<file path="config.mk">
export PLATFORM = sky130hd
export DESIGN_NAME = csa_serial_adder_ctrl_flat
export DESIGN_NICKNAME = d
export VERILOG_FILES = /design/src/rtl/csa_pkg.sv /design/src/rtl/csa_serial_adder_ctrl_if.sv /design/src/rtl/csa8.sv /design/src/rtl/csa_serial_adder_ctrl.sv /design/src/flat_wrapper.sv
export SDC_FILE = /design/constraint.sdc
export NUM_CORES = 1
export LEC_CHECK = 0
export CAP_MARGIN = 20
export CORE_MARGIN = 3
export CORE_UTILIZATION = 51
export DETAILED_ROUTE_END_ITERATION = 10
export PLACE_DENSITY = 0.86
export SETUP_SLACK_MARGIN = 0.1
export SYNTH_ARGS = -nofsm -noshare
export SYNTH_HDL_FRONTEND = slang
export SYNTH_SLANG_ARGS = --single-unit
</file>
<file path="constraint.sdc">
create_clock -name clk -period 6.6 [get_ports clk]
set_input_delay 0.99 -clock clk [delete_from_list [all_inputs] [get_ports clk]]
set_output_delay 0.99 -clock clk [all_outputs]
set_load 0.1 [all_outputs]
</file>
<file path="src/rtl/csa_pkg.sv">
// Shared definitions for the serial carry-skip adder sequencer.
//   CHUNK_W   : width of the shared adder slice
//   state_t   : controller states
//   idx_width : width of the chunk index for a given chunk count (min 1 bit)
package csa_pkg;

    localparam int unsigned CHUNK_W = 8;
    localparam int unsigned GROUP_W = 4;

    typedef enum logic [1:0] {
        IDLE = 2'd0,
        RUN  = 2'd1,
        DONE = 2'd2
    } state_t;

    function automatic int unsigned idx_width(input int unsigned words);
        return (words > 1) ? $clog2(words) : 1;
    endfunction

endpackage

</file>
<file path="src/rtl/csa_serial_adder_ctrl_if.sv">
// Operand/result handshake bundle for csa_serial_adder_ctrl.
//   master : operand source / result consumer side
//   slave  : the sequencer side
//   in_valid/in_ready/a/b/cin     : operation request
//   out_valid/out_ready/sum/cout  : result delivery
//   busy                          : sequencer occupied (RUN or DONE)
interface csa_serial_adder_ctrl_if #(
    parameter int unsigned WORDS = 4
);
    localparam int unsigned W = csa_pkg::CHUNK_W * WORDS;

    logic         in_valid;
    logic         in_ready;
    logic [W-1:0] a;
    logic [W-1:0] b;
    logic         cin;
    logic         out_valid;
    logic         out_ready;
    logic [W-1:0] sum;
    logic         cout;
    logic         busy;

    modport master (
        output in_valid, a, b, cin, out_ready,
        input  in_ready, out_valid, sum, cout, busy
    );

    modport slave (
        input  in_valid, a, b, cin, out_ready,
        output in_ready, out_valid, sum, cout, busy
    );

endinterface

</file>
<file path="src/rtl/csa8.sv">
// Purely combinational 8-bit carry-skip adder built from two 4-bit groups.
//   a, b : addends
//   cin  : carry into bit 0
//   sum  : a + b + cin, low 8 bits
//   cout : carry out of bit 7
module csa8
    import csa_pkg::*;
(
    input  logic [CHUNK_W-1:0] a,
    input  logic [CHUNK_W-1:0] b,
    input  logic               cin,
    output logic [CHUNK_W-1:0] sum,
    output logic               cout
);

    localparam int unsigned N_GROUPS = CHUNK_W / GROUP_W;

    logic [CHUNK_W-1:0] p;
    logic [CHUNK_W-1:0] gen;
    logic               carry;
    logic               grp_cin;

    // Ripple within each group; a fully-propagating group forwards its
    // incoming carry directly, which is the skip path.
    always_comb begin
        p       = a ^ b;
        gen     = a & b;
        sum     = '0;
        carry   = cin;
        grp_cin = cin;
        for (int grp = 0; grp < int'(N_GROUPS); grp++) begin
            grp_cin = carry;
            for (int i = 0; i < int'(GROUP_W); i++) begin
                sum[grp*GROUP_W + i] = p[grp*GROUP_W + i] ^ carry;
                carry = gen[grp*GROUP_W + i] | (p[grp*GROUP_W + i] & carry);
            end
            if (&p[grp*GROUP_W +: GROUP_W]) begin
                carry = grp_cin;
            end
        end
        cout = carry;
    end

endmodule

</file>
<file path="src/rtl/csa_serial_adder_ctrl.sv">
// Adds two WORDS*8-bit operands by passing one 8-bit chunk per cycle,
// least-significant first, through a single shared csa8 instance.
//   clk, rst : clock and asynchronous active-high reset
//   bus      : slave side of csa_serial_adder_ctrl_if
//              (in_valid/in_ready/a/b/cin in, out_valid/out_ready/sum/cout out, busy)
// Every output is a flop; nothing on the bus is combinationally derived
// from a bus input.
module csa_serial_adder_ctrl
    import csa_pkg::*;
#(
    parameter int unsigned WORDS = 4
) (
    input  logic                    clk,
    input  logic                    rst,
    csa_serial_adder_ctrl_if.slave  bus
);

    localparam int unsigned W     = CHUNK_W * WORDS;
    localparam int unsigned IDX_W = idx_width(WORDS);
    localparam logic [IDX_W-1:0] IDX_LAST = IDX_W'(WORDS - 1);

    state_t state_q;
    state_t state_d;

    logic [W-1:0]     op_a_q;
    logic [W-1:0]     op_b_q;
    logic [W-1:0]     sum_q;
    logic             carry_q;
    logic             cout_q;
    logic [IDX_W-1:0] idx_q;

    logic in_ready_q;
    logic out_valid_q;
    logic busy_q;
    logic in_ready_d;
    logic out_valid_d;
    logic busy_d;

    logic [CHUNK_W-1:0] add_a;
    logic [CHUNK_W-1:0] add_b;
    logic [CHUNK_W-1:0] add_sum;
    logic               add_cout;

    logic accept;
    logic last_chunk;

    assign accept     = (state_q == IDLE) && bus.in_valid;
    assign last_chunk = (idx_q == IDX_LAST);

    // State register
    always_ff @(posedge clk or posedge rst) begin
        if (rst) begin
            state_q <= IDLE;
        end else begin
            state_q <= state_d;
        end
    end

    // Next-state logic
    always_comb begin
        state_d = state_q;
        case (state_q)
            IDLE: if (accept)        state_d = RUN;
            RUN:  if (last_chunk)    state_d = DONE;
            DONE: if (bus.out_ready) state_d = IDLE;
            default:                 state_d = IDLE;
        endcase
    end

    // Output decode from the next state so the flags register in step with it
    always_comb begin
        in_ready_d  = 1'b0;
        out_valid_d = 1'b0;
        busy_d      = 1'b0;
        case (state_d)
            IDLE:    in_ready_d  = 1'b1;
            RUN:     busy_d      = 1'b1;
            DONE: begin
                out_valid_d = 1'b1;
                busy_d      = 1'b1;
            end
            default: in_ready_d  = 1'b1;
        endcase
    end

    // Handshake flag registers
    always_ff @(posedge clk or posedge rst) begin
        if (rst) begin
            in_ready_q  <= 1'b1;
            out_valid_q <= 1'b0;
            busy_q      <= 1'b0;
        end else begin
            in_ready_q  <= in_ready_d;
            out_valid_q <= out_valid_d;
            busy_q      <= busy_d;
        end
    end

    // Select the current chunk of each operand for the shared adder
    always_comb begin
        add_a = '0;
        add_b = '0;
        for (int i = 0; i < int'(WORDS); i++) begin
            if (idx_q == IDX_W'(i)) begin
                add_a = op_a_q[i*CHUNK_W +: CHUNK_W];
                add_b = op_b_q[i*CHUNK_W +: CHUNK_W];
            end
        end
    end

    csa8 u_csa8 (
        .a    (add_a),
        .b    (add_b),
        .cin  (carry_q),
        .sum  (add_sum),
        .cout (add_cout)
    );

    // Operand capture, chunk sequencing and result accumulation
    always_ff @(posedge clk or posedge rst) begin
        if (rst) begin
            op_a_q  <= '0;
            op_b_q  <= '0;
            sum_q   <= '0;
            carry_q <= 1'b0;
            cout_q  <= 1'b0;
            idx_q   <= '0;
        end else begin
            case (state_q)
                IDLE: begin
                    if (accept) begin
                        op_a_q  <= bus.a;
                        op_b_q  <= bus.b;
                        carry_q <= bus.cin;
                        idx_q   <= '0;
                    end
                end
                RUN: begin
                    for (int i = 0; i < int'(WORDS); i++) begin
                        if (idx_q == IDX_W'(i)) begin
                            sum_q[i*CHUNK_W +: CHUNK_W] <= add_sum;
                        end
                    end
                    carry_q <= add_cout;
                    if (last_chunk) begin
                        cout_q <= add_cout;
                    end else begin
                        idx_q <= idx_q + IDX_W'(1);
                    end
                end
                default: begin
                end
            endcase
        end
    end

    assign bus.in_ready  = in_ready_q;
    assign bus.out_valid = out_valid_q;
    assign bus.busy      = busy_q;
    assign bus.sum       = sum_q;
    assign bus.cout      = cout_q;

endmodule
</file>
<file path="src/flat_wrapper.sv">
// flat-port wrapper written by rule: the top's interface ports become plain ports
module csa_serial_adder_ctrl_flat import csa_pkg::*;
#(
    parameter int unsigned WORDS = 4
)
  (clk, rst, bus_in_valid, bus_a, bus_b, bus_cin, bus_out_ready, bus_in_ready, bus_out_valid, bus_sum, bus_cout, bus_busy);
  csa_serial_adder_ctrl_if #(.WORDS(WORDS)) bus_i ();
  input  logic clk;
  input  logic rst;
  input wire logic [$bits(bus_i.in_valid)-1:0] bus_in_valid;
  input wire logic [$bits(bus_i.a)-1:0] bus_a;
  input wire logic [$bits(bus_i.b)-1:0] bus_b;
  input wire logic [$bits(bus_i.cin)-1:0] bus_cin;
  input wire logic [$bits(bus_i.out_ready)-1:0] bus_out_ready;
  output wire logic [$bits(bus_i.in_ready)-1:0] bus_in_ready;
  output wire logic [$bits(bus_i.out_valid)-1:0] bus_out_valid;
  output wire logic [$bits(bus_i.sum)-1:0] bus_sum;
  output wire logic [$bits(bus_i.cout)-1:0] bus_cout;
  output wire logic [$bits(bus_i.busy)-1:0] bus_busy;
  assign bus_i.in_valid = bus_in_valid;
  assign bus_i.a = bus_a;
  assign bus_i.b = bus_b;
  assign bus_i.cin = bus_cin;
  assign bus_i.out_ready = bus_out_ready;
  assign bus_in_ready = bus_i.in_ready;
  assign bus_out_valid = bus_i.out_valid;
  assign bus_sum = bus_i.sum;
  assign bus_cout = bus_i.cout;
  assign bus_busy = bus_i.busy;
  csa_serial_adder_ctrl #(.WORDS(WORDS)) u_core (.clk(clk), .rst(rst), .bus(bus_i));
endmodule
</file>
### Word-level counts from Yosys, hierarchy flattened

Index checks and enable logic that the tools add are counted.

| word-level totals | value |
|---|---|
| register bits after elaboration | 105 |
| bits of input ports | 69 |
| output and inout port bits | 36 |
| word-level logic and storage cells | 85 |

| operators by class | value |
|---|---|
| add/sub/neg operators | 1 |
| equal/unequal tests | 9 |
| mux-type cells | 22 |
| bitwise logic cells | 26 |
| reductions and logical operators | 14 |

Operators with widths:

| cell | number |
|---|---|
| $mux 8 | 8 |
| $reduce_and 2->1 | 6 |
| $mux 2 | 5 |
| $and 1x1->1 | 8 |
| $and 8x8->8 | 1 |
| $eq 2x2->1 const B | 4 |
| $or 1x1->1 | 8 |
| $reduce_and 4->1 | 2 |
| $xor 1x1->1 | 8 |
| $xor 8x8->8 | 1 |
| $eq 2x1->1 const B | 3 |
| $mux 1 | 6 |
| $pmux 2 s3 | 1 |
| $logic_not 2->1 | 2 |
| $pmux 2 s2 | 1 |
| $reduce_and 3->1 | 1 |
| $add 2x1->2 const B | 1 |
| $ne 2x1->1 const B | 1 |
| $ne 2x2->1 const B | 1 |
| $pmux 1 s2 | 1 |
| $reduce_bool 2->1 | 1 |
| $reduce_or 2->1 | 1 |
| $logic_and 1x1->1 | 1 |

### Logic depth before layout (Yosys ltp)

Gate-level depths: netlist (run 1).

| logic depth | value |
|---|---|
| word-level depth | 25 |
| depth in mapped cells | 23 |
| mapped depth without buffers | 21 |

### Modules after synthesis

Synthesis (run 1) repeated with hierarchy kept, for this count alone.

| unflattened totals | value |
|---|---|
| cell total of the unflattened synthesis | 337 |
| area total of the unflattened synthesis | 5,038.6 um^2 |

By module, submodules not included:

| module | times used | cells an instance | area an instance (um^2) |
|---|---|---|---|
| csa_serial_adder_ctrl | 1 | 307 | 4,705.8 |
| csa8 | 1 | 30 | 332.8 |

### Worst setup path after synthesis (run 1)

OpenSTA, ideal clock, no wires.

| timing | value |
|---|---|
| path type | register to register |
| from | register u_core.idx_q[0] |
| to | register u_core.sum_q[23] (netlist: u_core.bus.sum[23]) |
| arrival | 4,814 ps |
| path slack | 1,660 ps |
| cell stages (with the launch flop) | 22 |
| path buffers | 2 |
| path through | dfrtp_1 inv_1 ha_1 buf_2 buf_2 nand3b_1 a21oi_1 a21oi_1 o21ai_0 fa_1 fa_1 fa_1 inv_1 fa_1 and2_1 or2_2 fa_1 fa_1 fa_1 inv_1 fa_1 mux2_4 |

| between the ends | value |
|---|---|
| longest elaborated chain between the ends | 22 |
| elaborated cells between the ends (all ways) | 32 |
| classes of those cells | 3 x eq/ne; 9 x mux; 17 x bitwise; 3 x reduce/logical |

Ends and longest elaborated chain:

| item | RTL line | text |
|---|---|---|
| from (decl) | csa_serial_adder_ctrl.sv:30 | `logic [IDX_W-1:0] idx_q;` |
| from (signal assigned) | csa_serial_adder_ctrl.sv:148 | `idx_q <= idx_q + IDX_W'(1);` |
| $logic_not 2->1 | csa_serial_adder_ctrl.sv:104 | `if (idx_q == IDX_W'(i)) begin` |
| $mux 8 (4 in series) | csa_serial_adder_ctrl.sv:104 |  |
| $xor 8x8->8 | csa8.sv:26 | `p = a ^ b;` |
| $and 1x1->1 | csa8.sv:35 | `carry = gen[grp*GROUP_W + i] \| (p[grp*GROUP_W + i] & carry);` |
| $or 1x1->1 | csa8.sv:35 |  |
| $and 1x1->1 | csa8.sv:35 |  |
| $or 1x1->1 | csa8.sv:35 |  |
| $and 1x1->1 | csa8.sv:35 |  |
| (+4 left out) | -- |  |
| $and 1x1->1 | csa8.sv:35 |  |
| $or 1x1->1 | csa8.sv:35 |  |
| $and 1x1->1 | csa8.sv:35 |  |
| $or 1x1->1 | csa8.sv:35 |  |
| $and 1x1->1 | csa8.sv:35 |  |
| $or 1x1->1 | csa8.sv:35 |  |
| $xor 1x1->1 * | csa8.sv:34 | `sum[grp*GROUP_W + i] = p[grp*GROUP_W + i] ^ carry;` |
| net u_core.add_sum[7] | csa_serial_adder_ctrl.sv:41 | `logic [CHUNK_W-1:0] add_sum;` |
| to (signal, indexed assignment) | csa_serial_adder_ctrl.sv:141 | `sum_q[i*CHUNK_W +: CHUNK_W] <= add_sum;` |
| to (decl) | csa_serial_adder_ctrl.sv:27 | `logic [W-1:0] sum_q;` |

Mark *: on every way through the listed nets, which the timed path passes. The rest lies on a longest branch.
A chain may end at the register's enable or synchronous reset.

### Worst setup path after layout (run 1)

| timing | value |
|---|---|
| from | register u_core.idx_q[0] |
| to | register u_core.sum_q[7] (netlist: u_core.bus.sum[7]) |

The elaborated chain is that of the path after synthesis.

==> metrics, run 1 <==
final setup fails=0; share of the synthesized area in the top cell type=0.531; average size of a mapped cell=about 12 um2; Synthesis Warnings=0; nets=596; fin cells=between 600 and 700; number of buffers created by CTS=9; f_max=183 MHz; Die W=104 um; Slew HR=0.344; grt met3 use=0.0341; worst min-delay path class=reg2reg; largest net degree at the start of global routing=74; FF+latch count, synth=105; Worst setup SP type=flip-flop; CP Class=reg2reg; CTS clk-pin slew, worst paths=90 ps; clk root buf=clkbuf_8; Routed WL=10,500 um; area of the core=9280 um2; clk buf depth=2; Tcrit/Tclk final=0.827; Rows=35; I/O Pins=105; TritonRoute pass-1 iters=4; max-slew violation count=0; RR Startpoint=u_core.idx_q[0]; DR WL/cell=16.4 um; met1 Resource Use GR=0.276; worst slew pin tran=981 ps; HP Start=u_core.bus.sum[27]; gpl congestion=0.894; clock latency on the worst-skew pair=360 ps; Critical Path Sink Type=flip-flop; placed inst area=5970 um2; Reg2Reg Depth=19; maximum capacitance violations=0; unrepaired setup endpoints after global routing=no; vias per std cell=between 5 and 6; Cell Area, Synth=between 4000 and 5000 um2; dominant synthesized flop cell=dfrtp_1; Filler Cell Count=714; reg2reg end=u_core.bus.sum[7]; ranking of synthesized cells by area=dfrtp_1 53%, mux2_2 15%, o21ai_0 4.3%; CTS H-tree depth=3; met2 usage=0.316; multi-input combinational cell area=2010 um2; Net Count, Synth=501; layout cells sized above 1=0.200; HPWL after DPL=7850 um; Iter 0 DRT Violations=152; vias in the first global route=3,474; CTS Hold Bufs=0; Top Usage Layer GRT=met2; synthesis-to-finish area growth=26.6%; Post-synth EDFFs=0; PostCTS Resize Cnt=0; crit path DAT=5690 ps; Worst Skew=14.0 ps; Final Hold Vio Count=0; antenna violations before repair=0; CTS sink cnt=approximately 110; outcome=finished clean; antenna-violating nets left=0; post-CTS setup buffer count=0; Hold Path End=u_core.bus.sum[27]; Crit Path Max Fanout=17; via count=around 3,400; Seq. cell area=2630 um2; diode count=0; CTS tree=done; # DRC=0; initial core utilization=0.528; post-synthesis async set-or-reset flop share=1.00; Die ar.=10,800 um2; largest area contributor in the netlist=dfrtp_1; Mapped Cells=411; Final Cell Area=6200 um2; register area share after synthesis=0.536; hold depth=2; All-Layer GR Usage=0.198; Port Buf Inserts=104; Die Height=between 100 and 150 um; fin crit period=5460 ps; first-pass GRT wire length=17,300 um; setup tns final=0 ps; total congestion overflow=0; Req. time, crit path=6840 ps; Reg2Reg Setup Slack=1140 ps; placed cell count=624; synth unique cells=29
-- per-stage QoR --
step | util | setup WS [ps] | hold WS [ps]
final | 0.668 | 1140 | 483
after global routing | 0.668 | 775 | 521
after CTS | 0.668 | 1150 | 491
after detailed placement | 0.643 | 1200 | 471
after global placement | 0.643 | 1400 | 460
after floorplan | - | 1660 | 480
-- Yosys cell counts, types with 5 or more instances --
cell type  instances
inv_1             24
mux2_4             6
a22o_1             7
dfrtp_1          104
nand3b_1           8
o21ai_0           42
a21oi_1           32
nand2_1           50
a22oi_1            5
ha_1              13
mux2_2            67
buf_2              8
buf_6              9
clkbuf_1           7
fa_1               8
-- cell families (layout without fill, tap and decap cells) --
logic type,count (synthesis),in the layout,share of synthesized area
DFF,105,105,0.536
AOI/OAI and AO/OA,90,90,0.102
adders and majority gates,21,21,0.0659
buffers and inverters,49,148,0.0541
and+or+nand+nor,73,73,0.0697
muxes,73,73,0.172
-- registers in the layout (all words and copies together), names as in the netlist --
register,flops
u_core.bus.sum,32
u_core.op_a_q,32
u_core.op_b_q,32
u_core.idx_q,2
u_core.state_q,2
u_core.bus.busy,1
u_core.bus.cout,1
u_core.bus.in_ready,1
u_core.bus.out_valid,1
u_core.carry_q,1
-- how the worst max path moves through the flow --
stage	startpoint	to	cells past startpoint
after detailed placement	u_core.idx_q[0]	u_core.bus.sum[31]	19
after floorplan	u_core.idx_q[0]	u_core.bus.sum[23]	21
after CTS	u_core.idx_q[0]	u_core.bus.sum[7]	19
final	u_core.idx_q[0]	u_core.bus.sum[7]	19
after global placement	u_core.idx_q[0]	u_core.bus.sum[23]	19
after global routing	u_core.idx_q[0]	u_core.bus.sum[31]	19
-- cell type report --
cell class,instances,share of cell area
inverter,24,0.0149
multi-input combinational,257,0.324
tap,129,0.0260
timing repair buffer,109,0.174
sequential,105,0.424
clock inverter,6,0.0173
clock buffer,9,0.0200
-- cells in the final DEF, fill, tap and decap left out, drive strengths merged --
cell type / n
bufinv: 3
inv: 24
o31a: 1
a21oi: 32
or2: 1
mux2: 73
clkdlybuf4s50: 104
ha: 13
fa: 8
dfrtp: 104
and2: 1
nand2b: 3
nand3b: 8
nor2: 2
a21o: 1
clkinv: 2
nand4: 2
o21bai: 1
nand2: 54
nor3b: 1
and2b: 1
dfstp: 1
clkinvlp: 1
clkbuf: 9
o21ai: 43
a22o: 7
a22oi: 5
buf: 5
-- layer usage --
metal,part of all wire,vias up
li1,-,1586
met1,0.45,1696
met2,0.49,116
met3,0.055,10
met4,0.012,0
met5,0,-
-- worst max-delay path, cell delays in order, from the launching register on --
cell	delay, ps
dfrtp_1	430
inv_1	120
ha_1	560
nand3b_1	150
a21oi_1	150
a21oi_1	50
o21ai_0	360
fa_1	270
fa_1	180
fa_1	160
inv_1	50
fa_1	350
and2_1	160
or2_2	300
fa_1	440
fa_1	390
fa_1	370
inv_1	70
fa_1	460
mux2_2	290
Power of run 1 is left out: the tool's default activity adds up to more than one toggle a clock period on the data nets, which glitch-free logic cannot reach.
==> run 2, diff against run 1 <==
==> constraint.sdc (replaced) <==
create_clock -name clk -period 5.1 [get_ports clk]
set_input_delay 0.765 -clock clk [delete_from_list [all_inputs] [get_ports clk]]
set_output_delay 0.765 -clock clk [all_outputs]
set_load 0.1 [all_outputs]
==> metrics, run 2 (synthesis gave the netlist of run 1 again) <==
worst min-delay path class=reg2reg; CP cell instances=inv_1 > ha_4 > nand3b_1 > a21oi_1 > a21oi_1 > o21ai_2 > fa_2 > fa_2 > fa_1 > inv_1 > fa_1 > and2_1 > or2_2 > fa_1 > fa_1 > fa_1 > inv_1 > fa_2 > mux2_2; worst slew pin tran=980 ps (-1.06 ps); vias in the first global route=3,480 (+0.17%); hold depth=2 (unchanged); reg2reg end=u_core.bus.sum[15]; largest net degree at the start of global routing=74 (unchanged); Port Buf Inserts=104 (unchanged); Largest stage delay, worst path=450 ps (-110 ps); RR Startpoint=u_core.idx_q[1]; Filler Cell Count=667 (-6.6%); fin cells=648 (+1.4%); total congestion overflow=0 (unchanged); DR WL/cell=16.2 um (-1.5%); Final Cell Area=6290 um2 (+1.4%); routed wl met2=5100 um (+0.26%); placed inst area=6000 um2 (+0.50%); crit path DAT=5140 ps (-550 ps); first-pass GRT wire length=16,900 um (-2.1%); CTS clk-pin slew, worst paths=90 ps (about the same); Worst setup SP type=flip-flop; HPWL after DPL=7820 um (-0.48%); final core occ=0.677 (+0.00916); maximum capacitance violations=0 (unchanged); I/O Pins=105 (unchanged); HP Start=u_core.bus.sum[13]; CTS H-tree depth=3 (unchanged); Die Height=104 um (unchanged); # DRC=0 (unchanged); Reg2Reg Depth=19 (unchanged); instance count on the critical path=19 (unchanged); max-slew violation count=0 (unchanged); f_max=204 MHz (+12%); vias per std cell=5.28 (-0.95%); Slew HR=0.345 (+0.000711); clk buf depth=2 (unchanged); antenna-violating nets left=0 (unchanged); Crit Path Max Fanout=6 (-11); outcome=finished clean; unrepaired setup endpoints after global routing=no; met1 WL=4680 um (-0.30%); clk root buf=clkbuf_8; Die ar.=10,800 um2 (unchanged); setup tns final=0 ps (unchanged); placed cell count=628 (+0.64%); Rows=35 (unchanged); TritonRoute pass-1 iters=4 (unchanged); worst path bufs/invs=3 (unchanged); Tcrit/Tclk final=0.959 (+0.133); number of buffers created by CTS=9 (unchanged); layout cells sized above 1=0.241 (+0.0408); synthesis-to-finish area growth=28.3%; critical path's slowest cell=fa_2; CTS tree=done; fin crit period=4890 ps (-564 ps); Req. time, crit path=5350 ps (-1490 ps); diode count=0 (unchanged); cell family with most CP delay=adder cells; nets=605 (+1.5%); Iter 0 DRT Violations=179 (+18%); clock latency on the worst-skew pair=360 ps (about the same); Critical Path Sink Type=flip-flop; initial core utilization=0.528 (unchanged); CP Class=reg2reg; commonest non-fill, non-tap cell in the layout=clkdlybuf4s50_1; Worst Skew=10.5 ps (-3.49 ps); final setup fails=0 (unchanged); Die W=104 um (unchanged); commonest cells after routing, fill and taps aside=104 x clkdlybuf4s50_1, 103 x dfrtp_1, 67 x mux2_2; gpl congestion=0.874 (-2.1%); Final Hold Vio Count=0 (unchanged); Crit path top cell by count=fa_1; antenna violations before repair=0 (unchanged); met3 wire len=556 um (-4.3%); Routed WL=10,500 um (-0.15%); CTS Hold Bufs=0 (unchanged); CTS sink cnt=105 (unchanged); All-Layer GR Usage=0.192 (-0.00532); Top Metal Used=met4; Hold Path End=u_core.bus.sum[13]; Reg2Reg Setup Slack=210 ps (-940 ps); via count=3,423 (+0.44%); area of the core=9280 um2 (unchanged)
-- run 2: changes by cell type in the layout (fill, tap and decap cells not counted), sizes merged --
cell,delta
inv,+1
bufinv,-2
clkinvlp,+1
buf,+9
-- run 2: final cells by class --
class                   instances  area (um2)  share of cell area
multi-input cells             257        2070               0.329
repair buffers                118        1150               0.182
clock inverters                 6        67.6              0.0107
flip-flops and latches        105        2630               0.418
inverters                      24        92.6              0.0147
well taps                     129         161              0.0257
clock buffers                   9         124              0.0197
-- run 2: layer usage --
layer,vias up,GRT usage
met5,-,0
met4,0,0.0617
met3,12,0.0323
met2,108,0.310
met1,1697,0.268
li1,1606,-
-- run 2: timing repair --
| item | CTS | global route |
|---|---|---|
| buffers inserted | 0 | 5 |
| pin swaps | 0 | 5 |
| resized for setup | 4 | 16 |
| endpoints found under the setup margin | 4 | 6 |
-- run 2: worst register-to-register path, cell delays in order (launching register included) --
cell and delay (ps):
dfrtp_1 420, inv_1 140, ha_4 200, nand3b_1 150, a21oi_1 130, a21oi_1 70
o21ai_2 210, fa_2 250, fa_2 210, fa_1 170, inv_1 50, fa_1 350
and2_1 150, or2_2 290, fa_1 430, fa_1 390, fa_1 370, inv_1 80
fa_2 450, mux2_2 280
-- run 2: how the worst max path moves through the flow --
stage / from / end / slack (ps)
2_1_floorplan: u_core.idx_q[0] / u_core.bus.sum[23] / 160
6_report: u_core.idx_q[1] / u_core.bus.sum[15] / 210
5_1_grt: u_core.idx_q[1] / u_core.bus.sum[15] / 40
3_5_place_dp: u_core.idx_q[1] / u_core.bus.sum[15] / -7
4_1_cts: u_core.idx_q[1] / u_core.bus.sum[15] / 110
3_3_place_gp: u_core.idx_q[1] / u_core.bus.sum[23] / 220
-- run 2: per-stage QoR --
step	hold slack, ps	setup WS [ps]
after floorplan	480	160
after global placement	462	220
after detailed placement	473	-7.12
after CTS	493	112
after global routing	518	38.9
final	488	207
Power of run 2 is left out for the same reason.
==> run 3, diff against run 2 <==
--- a/config.mk
+++ b/config.mk
@@ -7,10 +7,12 @@
 export LEC_CHECK = 0
 export CAP_MARGIN = 20
 export CORE_MARGIN = 3
-export CORE_UTILIZATION = 51
+export CORE_UTILIZATION = 40
+export CTS_CLUSTER_DIAMETER = 150
 export DETAILED_ROUTE_END_ITERATION = 10
-export PLACE_DENSITY = 0.86
+export PLACE_DENSITY = 0.71
 export SETUP_SLACK_MARGIN = 0.1
+export SKIP_CTS_REPAIR_TIMING = 1
 export SYNTH_ARGS = -nofsm -noshare
 export SYNTH_HDL_FRONTEND = slang
 export SYNTH_SLANG_ARGS = --single-unit
==> metrics, run 3 (synthesis gave the netlist of run 1 again) <==
All-Layer GR Usage=0.169 (-0.0237); number of buffers created by CTS=9 (unchanged); CP Class=reg2reg; unrepaired setup endpoints after global routing=no; synthesis-to-finish area growth=30.5%; crit path DAT=5050 ps (-90 ps); area of the core=11,700 um2 (+26%); total congestion overflow=0 (unchanged); commonest cells after routing, fill and taps aside=104 x clkdlybuf4s50_1, 104 x dfrtp_1, 67 x mux2_2; nets=603 (-0.33%); worst path bufs/invs=3 (unchanged); Routed WL=11,100 um (+5.6%); Port Buf Inserts=104 (unchanged); CTS H-tree depth=3 (unchanged); CTS sink cnt=105 (unchanged); clk buf depth=2 (unchanged); outcome=finished clean; Rows=39 (+11%); critical path's slowest cell=fa_2; clock latency on the worst-skew pair=340 ps (-20 ps); I/O Pins=105 (unchanged); gpl congestion=0.788 (-9.9%); Iter 0 DRT Violations=241 (+35%); cell family with most CP delay=adder cells; fin crit period=4830 ps (-64.7 ps); worst slew pin tran=978 ps (-1.47 ps); initial core utilization=0.418 (-0.109); CTS clk-pin slew, worst paths=70 ps (-20 ps); Die Height=117 um (+12%); Crit path top cell by count=fa_1; clk root buf=clkbuf_16; Slew HR=0.346 (+0.000980); Final Hold Vio Count=0 (unchanged); CP cell instances=inv_1 > ha_4 > nand3b_1 > a21oi_2 > a21oi_1 > o21ai_2 > fa_2 > fa_1 > fa_1 > inv_1 > fa_1 > and2_1 > or2_2 > fa_1 > fa_2 > fa_1 > inv_1 > fa_2 > mux2_4; Req. time, crit path=5320 ps (-30 ps); Die W=117 um (+12%); vias in the first global route=3,432 (-1.4%); diode count=0 (unchanged); Critical Path Sink Type=flip-flop; Worst Skew=4.84 ps (-5.68 ps); Die ar.=13,600 um2 (+26%); f_max=207 MHz (+1.3%); layout cells sized above 1=0.236 (-0.00487); largest net degree at the start of global routing=74 (unchanged); antenna violations before repair=0 (unchanged); maximum capacitance violations=0 (unchanged); antenna-violating nets left=0 (unchanged); worst min-delay path class=reg2reg; final setup fails=0 (unchanged); first-pass GRT wire length=17,900 um (+5.5%); via count=3,348 (-2.2%); # DRC=0 (unchanged); hold slack final=481 ps (-6.88 ps); TritonRoute pass-1 iters=4 (unchanged); vias per std cell=5.07 (-4.0%); max-slew violation count=0 (unchanged); Worst setup SP type=flip-flop; HPWL after DPL=8180 um (+4.7%); Largest stage delay, worst path=460 ps (about the same); Crit Path Max Fanout=6 (unchanged); DR WL/cell=16.7 um (+3.6%); Tcrit/Tclk final=0.947 (-0.0127); CTS tree=done
-- run 3: path summary, 6_finish.rpt --
kind	from	to	slack [ps]	cells after the start
min in group asynchronous	rst	u_core.bus.sum[4]	930	2
max reg2reg	u_core.idx_q[1]	u_core.bus.sum[23]	270	19
max	u_core.idx_q[1]	u_core.bus.sum[23]	270	19
max in group asynchronous	rst	u_core.op_a_q[8]	3180	3
min	u_core.bus.sum[5]	u_core.bus.sum[5]	480	2
min reg2reg	u_core.bus.sum[5]	u_core.bus.sum[5]	480	2
-- run 3: worst reg2reg max path: cells and delay by family (launching register included) --
family / cells / cell delay (ps)
AO/OA/AOI/OAI: 3 / 390
adder cells (fa/ha/maj): 9 / 2780
buffers and inverters: 3 / 270
flip-flops: 1 / 390
multiplexers: 1 / 280
AND/OR/NAND/NOR: 3 / 620
-- run 3: routing by layer --
metal  GRT usage  up-vias  wire length (um)
li1            -     1599                 -
met1       0.243     1633              5120
met2       0.262      107              5180
met3      0.0389        9               656
met4      0.0367        0                97
met5           0        -                 0
-- run 3: area by class of cell --
class                      count  area, um2
fill                        1008       5320
clock buffer                  10        239
inverter                      24       92.6
multi-input combinational    257       2070
sequential                   105       2630
clock inverter                 5       56.3
timing repair buffer         116       1130
tap                          143        179
-- run 3: through the flow --
| stage | setup slack (ps) | utilization | instances | cell area [um2] | setup TNS [ps] |
|---|---|---|---|---|---|
| floorplan | 160 | - | 411 | 4900 | 0 |
| global placement | 189 | 0.514 | 642 | 6020 | 0 |
| detailed placement | -22.6 | 0.514 | 642 | 6020 | -75.9 |
| CTS | -27.4 | 0.539 | 657 | 6320 | -90.3 |
| global route | 60.5 | 0.546 | 660 | 6400 | 0 |
| finish | 272 | 0.546 | 660 | 6400 | 0 |
Power of run 3 is left out for the same reason.
